File: config.mk
export PLATFORM = sky130hd
export DESIGN_NAME = sp_ram_stream_reader_flat
export DESIGN_NICKNAME = d
export VERILOG_FILES = /design/src/rtl/sp_ram_stream_reader_if.sv /design/src/rtl/sp_ram_stream_reader.sv /design/src/flat_wrapper.sv
export SDC_FILE = /design/constraint.sdc
export NUM_CORES = 1
export LEC_CHECK = 0
export BUFFER_PORTS_ARGS = -buffer_cell sky130_fd_sc_hd__buf_4
export CORE_MARGIN = 2
export CORE_UTILIZATION = 45
export CTS_CLUSTER_DIAMETER = 40
export DETAILED_ROUTE_END_ITERATION = 7
export PLACE_DENSITY_LB_ADDON = 0.12
export SYNTH_ARGS = -nofsm -noshare
export SYNTH_HDL_FRONTEND = slang
export SYNTH_SLANG_ARGS = --single-unit
File: constraint.sdc
create_clock -name clk -period 3.7 [get_ports clk]
set_input_delay 0.185 -clock clk [delete_from_list [all_inputs] [get_ports clk]]
set_output_delay 0.185 -clock clk [all_outputs]
set_load 0.05 [all_outputs]
File: src/rtl/sp_ram_stream_reader_if.sv
// sp_ram_stream_reader_if
//  Groups the sp_ram word-port request/response signals and the outgoing valid/ready
//  stream used by sp_ram_stream_reader.
//  master modport: the reader (drives RAM requests and stream beats).
//  slave modport : the RAM plus stream sink (returns read data, drives m_ready).
//  Signals:
//   mem_en / mem_addr / mem_we / mem_be / mem_wdata  request to the RAM
//   mem_rdata                                       read data, one cycle after mem_en
//   m_valid / m_data / m_last                       stream beat towards the sink
//   m_ready                                         sink accept
interface sp_ram_stream_reader_if #(
   parameter int unsigned ADDR_WIDTH = 15,
   parameter int unsigned DATA_WIDTH = 32
);
   logic                      mem_en;
   logic [ADDR_WIDTH-1:0]     mem_addr;
   logic                      mem_we;
   logic [DATA_WIDTH/8-1:0]   mem_be;
   logic [DATA_WIDTH-1:0]     mem_wdata;
   logic [DATA_WIDTH-1:0]     mem_rdata;
   logic                      m_valid;
   logic [DATA_WIDTH-1:0]     m_data;
   logic                      m_last;
   logic                      m_ready;

   modport master (
      output mem_en,
      output mem_addr,
      output mem_we,
      output mem_be,
      output mem_wdata,
      input  mem_rdata,
      output m_valid,
      output m_data,
      output m_last,
      input  m_ready
   );

   modport slave (
      input  mem_en,
      input  mem_addr,
      input  mem_we,
      input  mem_be,
      input  mem_wdata,
      output mem_rdata,
      input  m_valid,
      input  m_data,
      input  m_last,
      output m_ready
   );
endinterface

File: src/rtl/sp_ram_stream_reader.sv
// sp_ram_stream_reader
//  Read initiator for the banked sp_ram word port. On a start command it fetches len_i
//  consecutive words from a word-aligned byte base address and emits them in ascending
//  address order as a valid/ready stream. The RAM's one-cycle read latency is absorbed by a
//  2-entry buffer; requests are only issued when the buffer is guaranteed to have room for
//  the returning word, so backpressure never drops data. Addresses wrap modulo 2^ADDR_WIDTH.
//  Ports:
//   clk          clock
//   rst_i        synchronous active-high reset (aborts a running command, no done_o)
//   start_i      command strobe, accepted only while busy_o = 0
//   base_addr_i  byte base address, low byte-offset bits ignored
//   len_i        number of words to read, 0 completes immediately
//   busy_o       command in progress
//   done_o       one-cycle pulse when a command completes
//   bus          RAM request/response and output stream (master side)
module sp_ram_stream_reader #(
   parameter int unsigned ADDR_WIDTH = 15,
   parameter int unsigned DATA_WIDTH = 32,
   parameter int unsigned LEN_WIDTH  = 14
) (
   input  logic                  clk,
   input  logic                  rst_i,
   input  logic                  start_i,
   input  logic [ADDR_WIDTH-1:0] base_addr_i,
   input  logic [LEN_WIDTH-1:0]  len_i,
   output logic                  busy_o,
   output logic                  done_o,
   sp_ram_stream_reader_if.master bus
);

   localparam logic [ADDR_WIDTH-1:0] AddrStep = ADDR_WIDTH'(DATA_WIDTH / 8);
   localparam logic [ADDR_WIDTH-1:0] AddrMask = ADDR_WIDTH'(DATA_WIDTH / 8 - 1);
   localparam logic [LEN_WIDTH-1:0]  LenOne   = LEN_WIDTH'(1);

   typedef enum logic [1:0] {
      StIdle,
      StIssue,
      StDrain
   } state_e;

   state_e                state_q, state_d;
   logic [ADDR_WIDTH-1:0] addr_q, addr_d;
   logic [LEN_WIDTH-1:0]  issue_left_q, issue_left_d;
   logic [LEN_WIDTH-1:0]  beats_left_q, beats_left_d;
   logic                  done_q, done_d;
   logic                  inflight_q;

   // 2-entry buffer
   logic [DATA_WIDTH-1:0] fifo_q [2];
   logic                  rd_ptr_q, wr_ptr_q;
   logic [1:0]            count_q, count_d;

   logic                  mem_en;
   logic                  m_valid;
   logic                  pop;
   logic                  push;
   logic [2:0]            occupancy;
   logic                  credit_ok;

   // Stream side and buffer bookkeeping
   always_comb begin
      m_valid   = (count_q != 2'd0);
      pop       = m_valid & bus.m_ready;
      push      = inflight_q;
      // Words that will sit in the buffer next cycle if nothing new is issued now.
      // pop implies count_q >= 1, so this never underflows.
      occupancy = {1'b0, count_q} + {2'b00, inflight_q} - {2'b00, pop};
      credit_ok = (occupancy < 3'd2);
      count_d   = count_q + {1'b0, push} - {1'b0, pop};
   end

   // Command FSM
   always_comb begin
      state_d      = state_q;
      addr_d       = addr_q;
      issue_left_d = issue_left_q;
      beats_left_d = beats_left_q;
      done_d       = 1'b0;
      mem_en       = 1'b0;

      if (pop) begin
         beats_left_d = beats_left_q - LenOne;
      end

      unique case (state_q)
         StIdle: begin
            if (start_i) begin
               addr_d       = base_addr_i & ~AddrMask;
               issue_left_d = len_i;
               beats_left_d = len_i;
               if (len_i == '0) begin
                  done_d = 1'b1;
               end else begin
                  state_d = StIssue;
               end
            end
         end
         StIssue: begin
            mem_en = credit_ok;
            if (credit_ok) begin
               addr_d       = addr_q + AddrStep;
               issue_left_d = issue_left_q - LenOne;
               if (issue_left_q == LenOne) begin
                  state_d = StDrain;
               end
            end
         end
         StDrain: begin
            if (pop && (beats_left_q == LenOne)) begin
               state_d = StIdle;
               done_d  = 1'b1;
            end
         end
         default: begin
            state_d = StIdle;
         end
      endcase
   end

   always_ff @(posedge clk) begin
      if (rst_i) begin
         state_q      <= StIdle;
         addr_q       <= '0;
         issue_left_q <= '0;
         beats_left_q <= '0;
         done_q       <= 1'b0;
         inflight_q   <= 1'b0;
      end else begin
         state_q      <= state_d;
         addr_q       <= addr_d;
         issue_left_q <= issue_left_d;
         beats_left_q <= beats_left_d;
         done_q       <= done_d;
         inflight_q   <= mem_en;
      end
   end

   // Push is unconditional on a returning read: the credit check at issue time already
   // reserved the slot. When full with a simultaneous pop, wr_ptr equals rd_ptr and the
   // head is overwritten only after it has been consumed this cycle.
   always_ff @(posedge clk) begin
      if (rst_i) begin
         fifo_q[0] <= '0;
         fifo_q[1] <= '0;
         rd_ptr_q  <= 1'b0;
         wr_ptr_q  <= 1'b0;
         count_q   <= 2'd0;
      end else begin
         if (push) begin
            fifo_q[wr_ptr_q] <= bus.mem_rdata;
            wr_ptr_q         <= ~wr_ptr_q;
         end
         if (pop) begin
            rd_ptr_q <= ~rd_ptr_q;
         end
         count_q <= count_d;
      end
   end

   assign busy_o        = (state_q != StIdle);
   assign done_o        = done_q;

   assign bus.mem_en    = mem_en;
   assign bus.mem_addr  = addr_q;
   assign bus.mem_we    = 1'b0;
   assign bus.mem_be    = '1;
   assign bus.mem_wdata = '0;

   assign bus.m_valid   = m_valid;
   assign bus.m_data    = fifo_q[rd_ptr_q];
   assign bus.m_last    = m_valid & (beats_left_q == LenOne);

endmodule

File: src/flat_wrapper.sv
// flat-port wrapper written by rule: the top's interface ports become plain ports
module sp_ram_stream_reader_flat 
#(
   parameter int unsigned ADDR_WIDTH = 15,
   parameter int unsigned DATA_WIDTH = 32,
   parameter int unsigned LEN_WIDTH  = 14
)
  (clk, rst_i, start_i, base_addr_i, len_i, busy_o, done_o, bus_mem_en, bus_mem_addr, bus_mem_we, bus_mem_be, bus_mem_wdata, bus_mem_rdata, bus_m_valid, bus_m_data, bus_m_last, bus_m_ready);
  sp_ram_stream_reader_if #(.ADDR_WIDTH(ADDR_WIDTH), .DATA_WIDTH(DATA_WIDTH)) bus_i ();
  input  logic clk;
  input  logic rst_i;
  input  logic start_i;
  input  logic [ADDR_WIDTH-1:0] base_addr_i;
  input  logic [LEN_WIDTH-1:0] len_i;
  output logic busy_o;
  output logic done_o;
  output wire logic [$bits(bus_i.mem_en)-1:0] bus_mem_en;
  output wire logic [$bits(bus_i.mem_addr)-1:0] bus_mem_addr;
  output wire logic [$bits(bus_i.mem_we)-1:0] bus_mem_we;
  output wire logic [$bits(bus_i.mem_be)-1:0] bus_mem_be;
  output wire logic [$bits(bus_i.mem_wdata)-1:0] bus_mem_wdata;
  input wire logic [$bits(bus_i.mem_rdata)-1:0] bus_mem_rdata;
  output wire logic [$bits(bus_i.m_valid)-1:0] bus_m_valid;
  output wire logic [$bits(bus_i.m_data)-1:0] bus_m_data;
  output wire logic [$bits(bus_i.m_last)-1:0] bus_m_last;
  input wire logic [$bits(bus_i.m_ready)-1:0] bus_m_ready;
  assign bus_mem_en = bus_i.mem_en;
  assign bus_mem_addr = bus_i.mem_addr;
  assign bus_mem_we = bus_i.mem_we;
  assign bus_mem_be = bus_i.mem_be;
  assign bus_mem_wdata = bus_i.mem_wdata;
  assign bus_i.mem_rdata = bus_mem_rdata;
  assign bus_m_valid = bus_i.m_valid;
  assign bus_m_data = bus_i.m_data;
  assign bus_m_last = bus_i.m_last;
  assign bus_i.m_ready = bus_m_ready;
  sp_ram_stream_reader #(.ADDR_WIDTH(ADDR_WIDTH), .DATA_WIDTH(DATA_WIDTH), .LEN_WIDTH(LEN_WIDTH)) u_core (.clk(clk), .rst_i(rst_i), .start_i(start_i), .base_addr_i(base_addr_i), .len_i(len_i), .busy_o(busy_o), .done_o(done_o), .bus(bus_i));
endmodule
==> results of run 1 <==
-- critical path: stages, from the launching register on --
cell	delay, ns
dfxtp_1	0.36
o21ai_0	0.40
nand2_1	0.10
nand2_1	0.08
ha_1	0.16
fa_1	0.48
nor3b_1	0.33
nand2_1	0.19
inv_1	0.13
buf_4	0.21
-- synth_stat cells (3+ instances only) --
cell type,n
nand3b_1,3
nand3_1,11
or3_1,7
a21o_1,6
clkbuf_1,29
ha_1,6
nand2b_1,3
nor2b_1,4
or4_1,4
o32ai_1,5
dfxtp_1,50
inv_1,15
nor2_1,37
o21ai_0,22
or2_2,4
nor3_1,9
a211oi_1,9
nor3b_1,9
and2_1,71
a31oi_1,7
xor2_1,8
a31o_2,3
nand2_1,31
xnor2_1,3
a21oi_1,28
buf_1,4
nand4_1,13
buf_4,39
a311oi_1,6
o21a_1,3
and3_1,4
edfxtp_1,64
mux2_2,33
nor4_1,9
o31a_1,6
-- worst min path at each step --
stage	startpoint	end	slack (ns)	cells after the start
detailed placement	len_i[1]	u_core.beats_left_q[1]	0.46	3
CTS	len_i[1]	u_core.beats_left_q[1]	0.04	3
floorplan	len_i[1]	u_core.beats_left_q[1]	0.32	2
finish	len_i[1]	u_core.beats_left_q[1]	0.05	3
global placement	u_core.issue_left_q[8]	u_core.issue_left_q[8]	0.46	2
global route	len_i[1]	u_core.beats_left_q[1]	0.04	3
-- power groups by stage --
stage	Clock [mW]	Combinational [mW]	Sequential [mW]
final	1.64	1.74	1.64
after detailed placement	0	1.73	1.66
after global routing	1.74	1.87	1.66
after CTS	1.66	1.74	1.64
after floorplan	0	1.24	1.71
after global placement	0	1.72	1.65
-- metrics by stage --
stage	std cells	hold slack, ns	setup slack [ns]	instance area (um^2)	util (%)
after floorplan	628	0.321	0.800	6110	-
after global placement	853	0.462	0.831	6830	52.2
after detailed placement	853	0.464	0.733	6830	52.2
after CTS	885	0.0365	0.663	7430	56.8
after global routing	885	0.0387	0.454	7430	56.8
final	885	0.0474	0.666	7430	56.8
-- logic make-up (layout without fill, tap and decap cells) --
logic type,count (synthesis),count (layout),share of synthesized area [%]
simple gates,227,227,21.2
flops,114,114,49.0
compound gates,110,110,12.3
buf+inv,87,168,7.93
mux,33,33,6.23
xor+xnor,11,11,1.61
fa+ha+maj,7,7,1.59
other cells,2,39,0.126
-- routing by layer --
| layer | vias up | wire (um) | global-route usage [%] |
|---|---|---|---|
| li1 | 2278 | - | - |
| met1 | 2222 | 6090 | 24.2 |
| met2 | 129 | 6990 | 33.2 |
| met3 | 16 | 777 | 5.51 |
| met4 | 0 | 170 | 6.25 |
| met5 | - | 0 | 0 |
-- state kept, by name (all words and copies together) (netlist names), named ones only --
register / cells
u_core.beats_left_q: 14
u_core.bus.mem_addr: 13
u_core.count_q: 2
u_core.done_o: 1
u_core.fifo_q: 64
u_core.inflight_q: 1
u_core.issue_left_q: 14
u_core.rd_ptr_q: 1
u_core.state_q: 2
u_core.wr_ptr_q: 1
-- cell type report --
cell class	count	share of cell area [%]
Tap cell	176	2.96
Clock inverter	15	2.31
Clock buffer	17	5.73
Inverter	15	0.758
Timing Repair Buffer	121	12.2
Sequential cell	114	39.4
Multi-Input combinational cell	427	36.7
==> results by group, run 1 <==
Routing
  • Number of remaining DRC errors: 0
  • Routed wire length: 14000 um
  • Vias per cell: 5.25
  • DR iter-0 viols: 217
  • Wire length per cell: 15.8 um
  • 1st-pass router iterations: 4
  • Detailed-route via count: 4645
  • ANT nets after route: 0

GRT
  • GRT Total Usage: 19.6%
  • Largest net degree at the start of global routing: 59
  • Vias in the first global route: 4474
  • Initial antenna violation count: 0
  • Total gr overflow: 0
  • Global-route wire length before repair: 21900 um

Clocking
  • Post-CTS Hold Fix Bufs: 0
  • CTS Sinks: 114
  • # resized after CTS: 0
  • Register clock-pin slew on the reported worst setup and hold paths: 0.06 ns
  • Root buf cell: clkbuf_16
  • Total CTS buffers: 17
  • Max Root-Sink Buffers: 2
  • Post-CTS setup buffers: 0
  • Depth of the CTS H-tree: 4
  • CTS tree: built
  • Clock Latency Late Sink: 0.41 ns

Timing
  • Setup_tns: 0 ns
  • Tcrit/Tclk final: 82.0%
  • Fin Clk Skew: 0.00711 ns
  • Final min period: 3.03 ns
  • Relative slew slack: 25.5%
  • Fin. max-slew vios: 0
  • Setup Viol. Count Final: 0
  • Fin. Hold Viols: 0
  • Least-Margin Pin Slew: 1.12 ns
  • Fmax: 0.330 GHz
  • RSZ-0062 raised after global routing: no

Power and ir drop
  • Leak pwr: 3.00 nW
  • PwrDens: 675 nW/um^2
  • Switching Fraction: 38.0%
  • Clock power share: 32.7%
  • Final Total Pwr: 5.01 mW
  • Pint: 3.10 mW
  • Logic pwr share: 34.6%
  • Max VDD drop: 0.320 mV
  • Flop pwr share: 32.7%
  • Switch Pwr: 1.91 mW

Cells and area
  • Most frequent cells in the layout: buf_4 (121), and2_1 (71), edfxtp_1 (64)
  • N_diodes: 0
  • Fillers: 1161
  • Final #Nets: 768
  • FF+latch area: 2920 um^2
  • Most common cell after layout, fill and taps aside: buf_4
  • Layout cells sized above 1: 28.2%
  • Multi-input logic area: 2720 um^2
  • Layout area overhead: 24.5%

Setup path
  • Register-to-Register Setup Slack: 0.70 ns
  • Worst Path Arrival: 2.85 ns
  • CP Max Fanout: 6
  • Crit end category: output port
  • Req. time, crit path: 3.51 ns
  • CP endpoint: bus_mem_en
  • Crit Path Category: reg2out
  • Reg2Reg Capture Point: u_core.issue_left_q[9]
  • Crit start category: flop
  • Setup crit start: u_core.count_q[1]
  • Critical R2R Launch: u_core.count_q[1]
  • Cells on worst reg2reg path: 9

Floorplanning
  • Die H: 119 um
  • # IOs: 154
  • Core Footprint: 13100 um^2
  • Die Area: 14200 um^2
  • Die span in x: 119 um
  • Cell row count: 42
  • Initial Utilization: 45.6%

Synth
  • Seq/Total Area, Yosys: 49.0%
  • Synth Flop Type: edfxtp_1
  • FF+latch count, synth: 114
  • Yosys warnings: 0
  • Asr flop ratio synth: 0%
  • Post-synth top area share: 32.2%
  • Synth top area cells: edfxtp_1 (32%), dfxtp_1 (17%), and2_1 (7.4%)
  • Distinct cells, synth: 54
  • Mapped Cells: 591
  • Post-synth EDFFs: 64
  • Synthesized area: 5970 um^2
  • Syn Area/Cell: 10.1 um^2
  • Synth area leader: edfxtp_1

Place
  • Detail Placement HPWL: 9210 um
  • RD Place Congestion: 0.792
  • Port buffer count: 112

Run status
  • Status: completed

Run
  • Max_cap viols: 0

Worst hold path
  • Worst hold-check path type: in2reg
Note: power is estimated with default switching activity, not from simulation.
==> inputs of run 2 (changes only) <==
- clock period: 3.7 -> 2.92 ns (I/O delays scaled with it)
==> run 2 against run 1 <==
Compared with the run above:
- cell count grew 0.56%
- core utilization grew 0.057 points
- global-route usage up 0.66 points
- sequential share of layout area is essentially flat
- die area unchanged
- critical path depth did not move
- non-clock buffer count is 5 higher
- flip-flop and latch count is the same
- first-iteration DRC count increased by 36%
- register-to-register slack lost 0.44 ns
==> results by group, run 2 (synthesized netlist as in run 1, its figures left out) <==
Timing
  • Least-Margin Pin Slew: 0.826 ns (-0.291 ns)
  • Fin Clk Skew: 0.00499 ns (-0.00212 ns)
  • Fin. Hold Viols: 0 (unchanged)
  • Fmax: 0.369 GHz
  • Fin. max-slew vios: 0 (unchanged)
  • Relative slew slack: 44.9% (+19 points)
  • Setup_tns: 0 ns (unchanged)
  • Tcrit/Tclk final: 92.9%
  • Hold Slack: 0.0170 ns (-0.0304 ns)
  • Setup Viol. Count Final: 0 (unchanged)
  • Final min period: 2.71 ns
  • RSZ-0062 raised after global routing: no

Setup path
  • Crit-path slowest cell: fa_1
  • Critical R2R Launch: u_core.count_q[1]
  • CP Max Fanout: 6 (unchanged)
  • Top delay family on crit path: adder cells
  • Cells on worst reg2reg path: 11 (+2)
  • Req. time, crit path: 2.77 ns (-0.74 ns)
  • Crit start category: flop
  • Crit Path Category: reg2out
  • Setup crit start: u_core.count_q[1]
  • Crit path cell chain: o21a_1 -> nand2b_1 -> nand2_1 -> ha_1 -> fa_1 -> nor3b_2 -> nand2_1 -> inv_1 -> buf_6
  • Crit end category: output port
  • Top cell by count, worst path: nand2_1
  • Worst Path Arrival: 2.57 ns (-0.28 ns)
  • Register-to-Register Setup Slack: 0.26 ns (-0.44 ns)
  • Reg2Reg Capture Point: u_core.bus.mem_addr[2]
  • CP Depth: 9 (unchanged)
  • CP bufs+invs: 2 (unchanged)
  • CP endpoint: bus_mem_en
  • Max incr delay on CP: 0.48 ns (about the same)

Routing
  • Number of remaining DRC errors: 0 (unchanged)
  • ANT nets after route: 0 (unchanged)
  • DR iter-0 viols: 295 (+36%)
  • Routed wire length: 14000 um (-0.50%)
  • Detailed-route via count: 4704 (+1.3%)
  • 1st-pass router iterations: 5 (+1)
  • Wire length per cell: 15.7 um (-1.1%)
  • Vias per cell: 5.29 (+0.70%)

Clocking
  • Depth of the CTS H-tree: 4 (unchanged)
  • Register clock-pin slew on the reported worst setup and hold paths: 0.05 ns (about the same)
  • CTS Sinks: 114 (unchanged)
  • Root buf cell: clkbuf_16
  • Total CTS buffers: 17 (unchanged)
  • Clock Latency Late Sink: 0.41 ns (about the same)
  • Post-CTS Hold Fix Bufs: 0 (unchanged)
  • CTS tree: built
  • Max Root-Sink Buffers: 2 (unchanged)

Worst hold path
  • Worst hold start: base_addr_i[3]
  • Worst hold-check path type: in2reg

GRT
  • Global-route wire length before repair: 22400 um (+2.5%)
  • Vias in the first global route: 4535 (+1.4%)
  • Total gr overflow: 0 (unchanged)
  • Largest net degree at the start of global routing: 59 (unchanged)
  • Initial antenna violation count: 0 (unchanged)
  • GRT Total Usage: 20.3% (+0.66 points)

Cells and area
  • Most frequent cells in the layout: buf_4 (125), and2_1 (71), edfxtp_1 (64)
  • Most common cell after layout, fill and taps aside: buf_4
  • Layout area overhead: 24.6%
  • Largest Register: u_core.fifo_q
  • Layout cells sized above 1: 27.9% (-0.34 points)
  • N_diodes: 0 (unchanged)
  • Fillers: 1162 (+0.086%)
  • Max FFs per register: 64 (unchanged)
  • Biggest registers after layout: u_core.fifo_q (64), u_core.beats_left_q (14), u_core.issue_left_q (14)
  • Layout Utilization: 56.8% (+0.057 points)
  • Final #Nets: 773 (+0.65%)

Floorplanning
  • # IOs: 154 (unchanged)
  • Core Footprint: 13100 um^2 (unchanged)
  • Die Area: 14200 um^2 (unchanged)
  • Cell row count: 42 (unchanged)
  • Die span in x: 119 um (unchanged)
  • Die H: 119 um (unchanged)
  • Initial Utilization: 45.6% (unchanged)

Power and ir drop
  • PwrDens: 840 nW/um^2 (+25%)
  • Max VDD drop: 0.459 mV (+43%)
  • Leak pwr: 3.02 nW (+0.55%)
  • Final Total Pwr: 6.25 mW (+25%)

Place
  • Port buffer count: 112 (unchanged)
  • RD Place Congestion: 0.764 (-3.4%)
  • Detail Placement HPWL: 9220 um (+0.11%)

Run status
  • Status: completed

Run
  • Max_cap viols: 0 (unchanged)
[run 2: cell types whose count changed in the layout (fill, tap and decap cells not counted), sizes merged]
| cell | delta |
|---|---|
| clkinvlp | -3 |
| buf | +5 |
| inv | -7 |
| clkinv | +9 |
| clkbuf | +1 |
[run 2: worst min path at each step]
stage,cells past startpoint,end
floorplan,2,u_core.beats_left_q[1]
global placement,3,u_core.beats_left_q[1]
detailed placement,2,u_core.fifo_q[1][24]
CTS,3,u_core.bus.mem_addr[3]
global route,2,u_core.fifo_q[0][18]
finish,3,u_core.bus.mem_addr[3]
[run 2: where the power goes]
part / switching [mW] / total, mW / internal (mW)
Sequential: 0.163 / 2.08 / 1.92
Clock: 0.694 / 1.92 / 1.23
Combinational: 1.47 / 2.24 / 0.774
[run 2: final cells by class]
class | count | area [um^2] | share of cell area (%)
inverter | 15 | 56.3 | 0.757
clock buffer | 18 | 429 | 5.77
tap | 176 | 220 | 2.96
timing repair buffer | 126 | 950 | 12.8
sequential | 114 | 2920 | 39.3
clock inverter | 14 | 121 | 1.63
multi-input combinational | 427 | 2740 | 36.8
[run 2: metrics by stage]
step / setup slack, ns / area (um^2) / std cells
2_1_floorplan: 0.0198 / 6110 / 628
3_3_place_gp: 0.207 / 6860 / 857
3_5_place_dp: 0.132 / 6860 / 857
4_1_cts: 0.0199 / 7410 / 889
5_1_grt: 0.0119 / 7430 / 890
6_report: 0.207 / 7430 / 890
[run 2: layer usage]
layer,vias up,track usage [%],part of all wire [%]
met3,24,5.03,4.9
li1,2289,-,-
met5,-,0,0
met1,2263,25.3,43
met4,0,7.44,1.8
met2,128,33.9,50
[run 2: what timing repair did]
action                     4_1_cts  5_1_grt
pin swaps                        0        1
setup endpoints to repair        1        4
resized for setup                1        3
setup buffers                    0        1
[run 2: tightest hold or removal path: stages]
cell	delay (ns)
buf_4	0.11
nand2_1	0.05
a311oi_1	0.08
==> inputs of run 3 (changes only) <==
- CORE_MARGIN: 2 -> not set
- SKIP_CTS_REPAIR_TIMING: not set -> 1
==> run 3 against run 2 <==
Compared with the run above:
- wire length decreased by 1.6%
- clock-buffer cell count increased by 5
- sequential power about the same
- die area decreased by 3.3%
- clock skew increased by 0.0012 ns
- combinational power about the same
- critical path depth unchanged
- highest routed layer unchanged
- sequential share of layout area increased by 0.40 points
- largest cell class unchanged
==> results by group, run 3 (synthesized netlist as in run 1, its figures left out) <==
Run status
  • Status: completed

Setup path
  • Setup crit start: u_core.count_q[0]
  • Cells on worst reg2reg path: 9 (-2)
  • Register-to-Register Setup Slack: 0.32 ns (+0.06 ns)
  • Crit start category: flop
  • Critical R2R Launch: u_core.count_q[0]
  • Crit end category: output port
  • Crit Path Category: reg2out
  • Worst Path Arrival: 2.61 ns (+0.04 ns)
  • Reg2Reg Capture Point: u_core.bus.mem_addr[13]
  • CP Max Fanout: 5 (-1)
  • Req. time, crit path: 2.77 ns (about the same)

Timing
  • Fin. Hold Viols: 0 (unchanged)
  • Setup Viol. Count Final: 0 (unchanged)
  • Fmax: 0.363 GHz (-1.4%)
  • Fin. max-slew vios: 0 (unchanged)
  • Final min period: 2.75 ns (+0.0388 ns)
  • Least-Margin Pin Slew: 0.835 ns (+0.00893 ns)
  • Relative slew slack: 44.2% (-0.71 points)
  • Final WS setup: 0.168 ns (-0.0388 ns)
  • Tcrit/Tclk final: 94.2% (+1.3 points)
  • Fin Clk Skew: 0.00622 ns (+0.00123 ns)
  • RSZ-0062 raised after global routing: no
  • Hold Slack: 0.0146 ns (-0.00244 ns)
  • Setup_tns: 0 ns (unchanged)

Floorplanning
  • Initial Utilization: 46.7% (+1.1 points)
  • Core Footprint: 12800 um^2 (-2.4%)
  • Die H: 117 um (-1.7%)
  • Cell row count: 41 (-2.4%)
  • Die Area: 13700 um^2 (-3.3%)
  • # IOs: 154 (unchanged)
  • Die span in x: 117 um (-1.7%)

Worst hold path
  • Hold EP: u_core.beats_left_q[1]
  • Worst hold start: len_i[1]
  • Worst hold-check path type: in2reg
  • Hold path depth: 3 (unchanged)

Run
  • Max_cap viols: 0 (unchanged)

Place
  • Placed Area: 6870 um^2 (+0.11%)
  • RD Place Congestion: 0.817 (+6.9%)
  • Worst slack, placed: 0.101 ns (-0.0309 ns)
  • Port buffer count: 112 (unchanged)
  • Detail Placement HPWL: 9330 um (+1.2%)
  • Placed cells: 855 (-0.23%)

Routing
  • Wire length per cell: 15.5 um (-1.3%)
  • DR iter-0 viols: 331 (+12%)
  • Vias per cell: 5.31 (+0.49%)
  • Number of remaining DRC errors: 0 (unchanged)
  • ANT nets after route: 0 (unchanged)
  • 1st-pass router iterations: 5 (unchanged)
  • Routed wire length: 13700 um (-1.6%)
  • Detailed-route via count: 4711 (+0.15%)

Cells and area
  • Layout Utilization: 57.6% (+0.83 points)
  • Largest Register: u_core.fifo_q
  • Fillers: 1127 (-3.0%)
  • Final #Nets: 774 (+0.13%)
  • Biggest registers after layout: u_core.fifo_q (64), u_core.beats_left_q (14), u_core.issue_left_q (14)
  • Layout area overhead: 23.4%
  • N_diodes: 0 (unchanged)
  • Finished layout cell area: 7360 um^2 (-0.96%)
  • Fin cells: 887 (-0.34%)
  • Most frequent cells in the layout: buf_4 (127), and2_1 (71), edfxtp_1 (64)
  • Most common cell after layout, fill and taps aside: buf_4
  • Max FFs per register: 64 (unchanged)
  • Layout cells sized above 1: 27.7% (-0.18 points)

Clocking
  • Depth of the CTS H-tree: 4 (unchanged)
  • Max Root-Sink Buffers: 2 (unchanged)
  • Clock Latency Late Sink: 0.41 ns (about the same)
  • Root buf cell: clkbuf_16
  • CTS Sinks: 114 (unchanged)
  • Register clock-pin slew on the reported worst setup and hold paths: 0.05 ns (about the same)
  • Total CTS buffers: 17 (unchanged)
  • CTS tree: built

GRT
  • Total gr overflow: 0 (unchanged)
  • Initial antenna violation count: 0 (unchanged)
  • Global-route wire length before repair: 21200 um (-5.3%)
  • Largest net degree at the start of global routing: 59 (unchanged)
  • Vias in the first global route: 4339 (-4.3%)
  • GRT Total Usage: 20.6% (+0.34 points)

Power and ir drop
  • Final Total Pwr: 6.02 mW (-3.6%)
  • Leak pwr: 3.00 nW (-0.63%)
  • Max VDD drop: 0.332 mV (-28%)
  • PwrDens: 818 nW/um^2 (-2.7%)
==> run 3: cell types whose count changed in the layout (fill, tap and decap cells not counted), sizes merged <==
cell | previous run | this run
clkinv | 11 | 9
bufinv | 2 | 0
buf | 126 | 127
clkbuf | 18 | 23
clkinvlp | 1 | 0
==> run 3: layer usage <==
metal  vias up  track usage (%)  share of wire, %
met1      2229             25.2                42
met4         0             9.87               2.2
met5         -                0                 0
li1       2291                -                 -
met2       164             34.2                49
met3        27             4.99               6.4
==> run 3: critical path: stages, from the launching register on <==
cell	delay, ns
dfxtp_1	0.34
o21a_1	0.21
nand2b_1	0.12
nand2_1	0.07
ha_1	0.20
fa_1	0.50
nor3b_2	0.24
nand2_1	0.16
inv_1	0.16
buf_4	0.22
==> run 3: worst max path at each step <==
stage,end,slack (ns),depth (start not counted)
5_1_grt,bus_mem_en,0.02,9
2_1_floorplan,u_core.issue_left_q[1],0.02,12
6_report,bus_mem_en,0.17,9
3_5_place_dp,u_core.bus.mem_addr[11],0.10,9
3_3_place_gp,u_core.bus.mem_addr[13],0.22,9
4_1_cts,bus_mem_en,-0.07,9
==> run 3: cell type report <==
class | count | area, um^2 | area share (%)
clock inverter | 9 | 41.3 | 0.561
sequential | 114 | 2920 | 39.7
clock buffer | 23 | 448 | 6.08
tap | 172 | 215 | 2.92
inverter | 15 | 56.3 | 0.765
timing repair buffer | 127 | 953 | 12.9
multi-input combinational | 427 | 2730 | 37.0
==> run 3: power breakdown <==
group | internal (mW) | switching (mW)
clock | 1.06 | 0.655
combinational | 0.763 | 1.47
sequential | 1.92 | 0.162
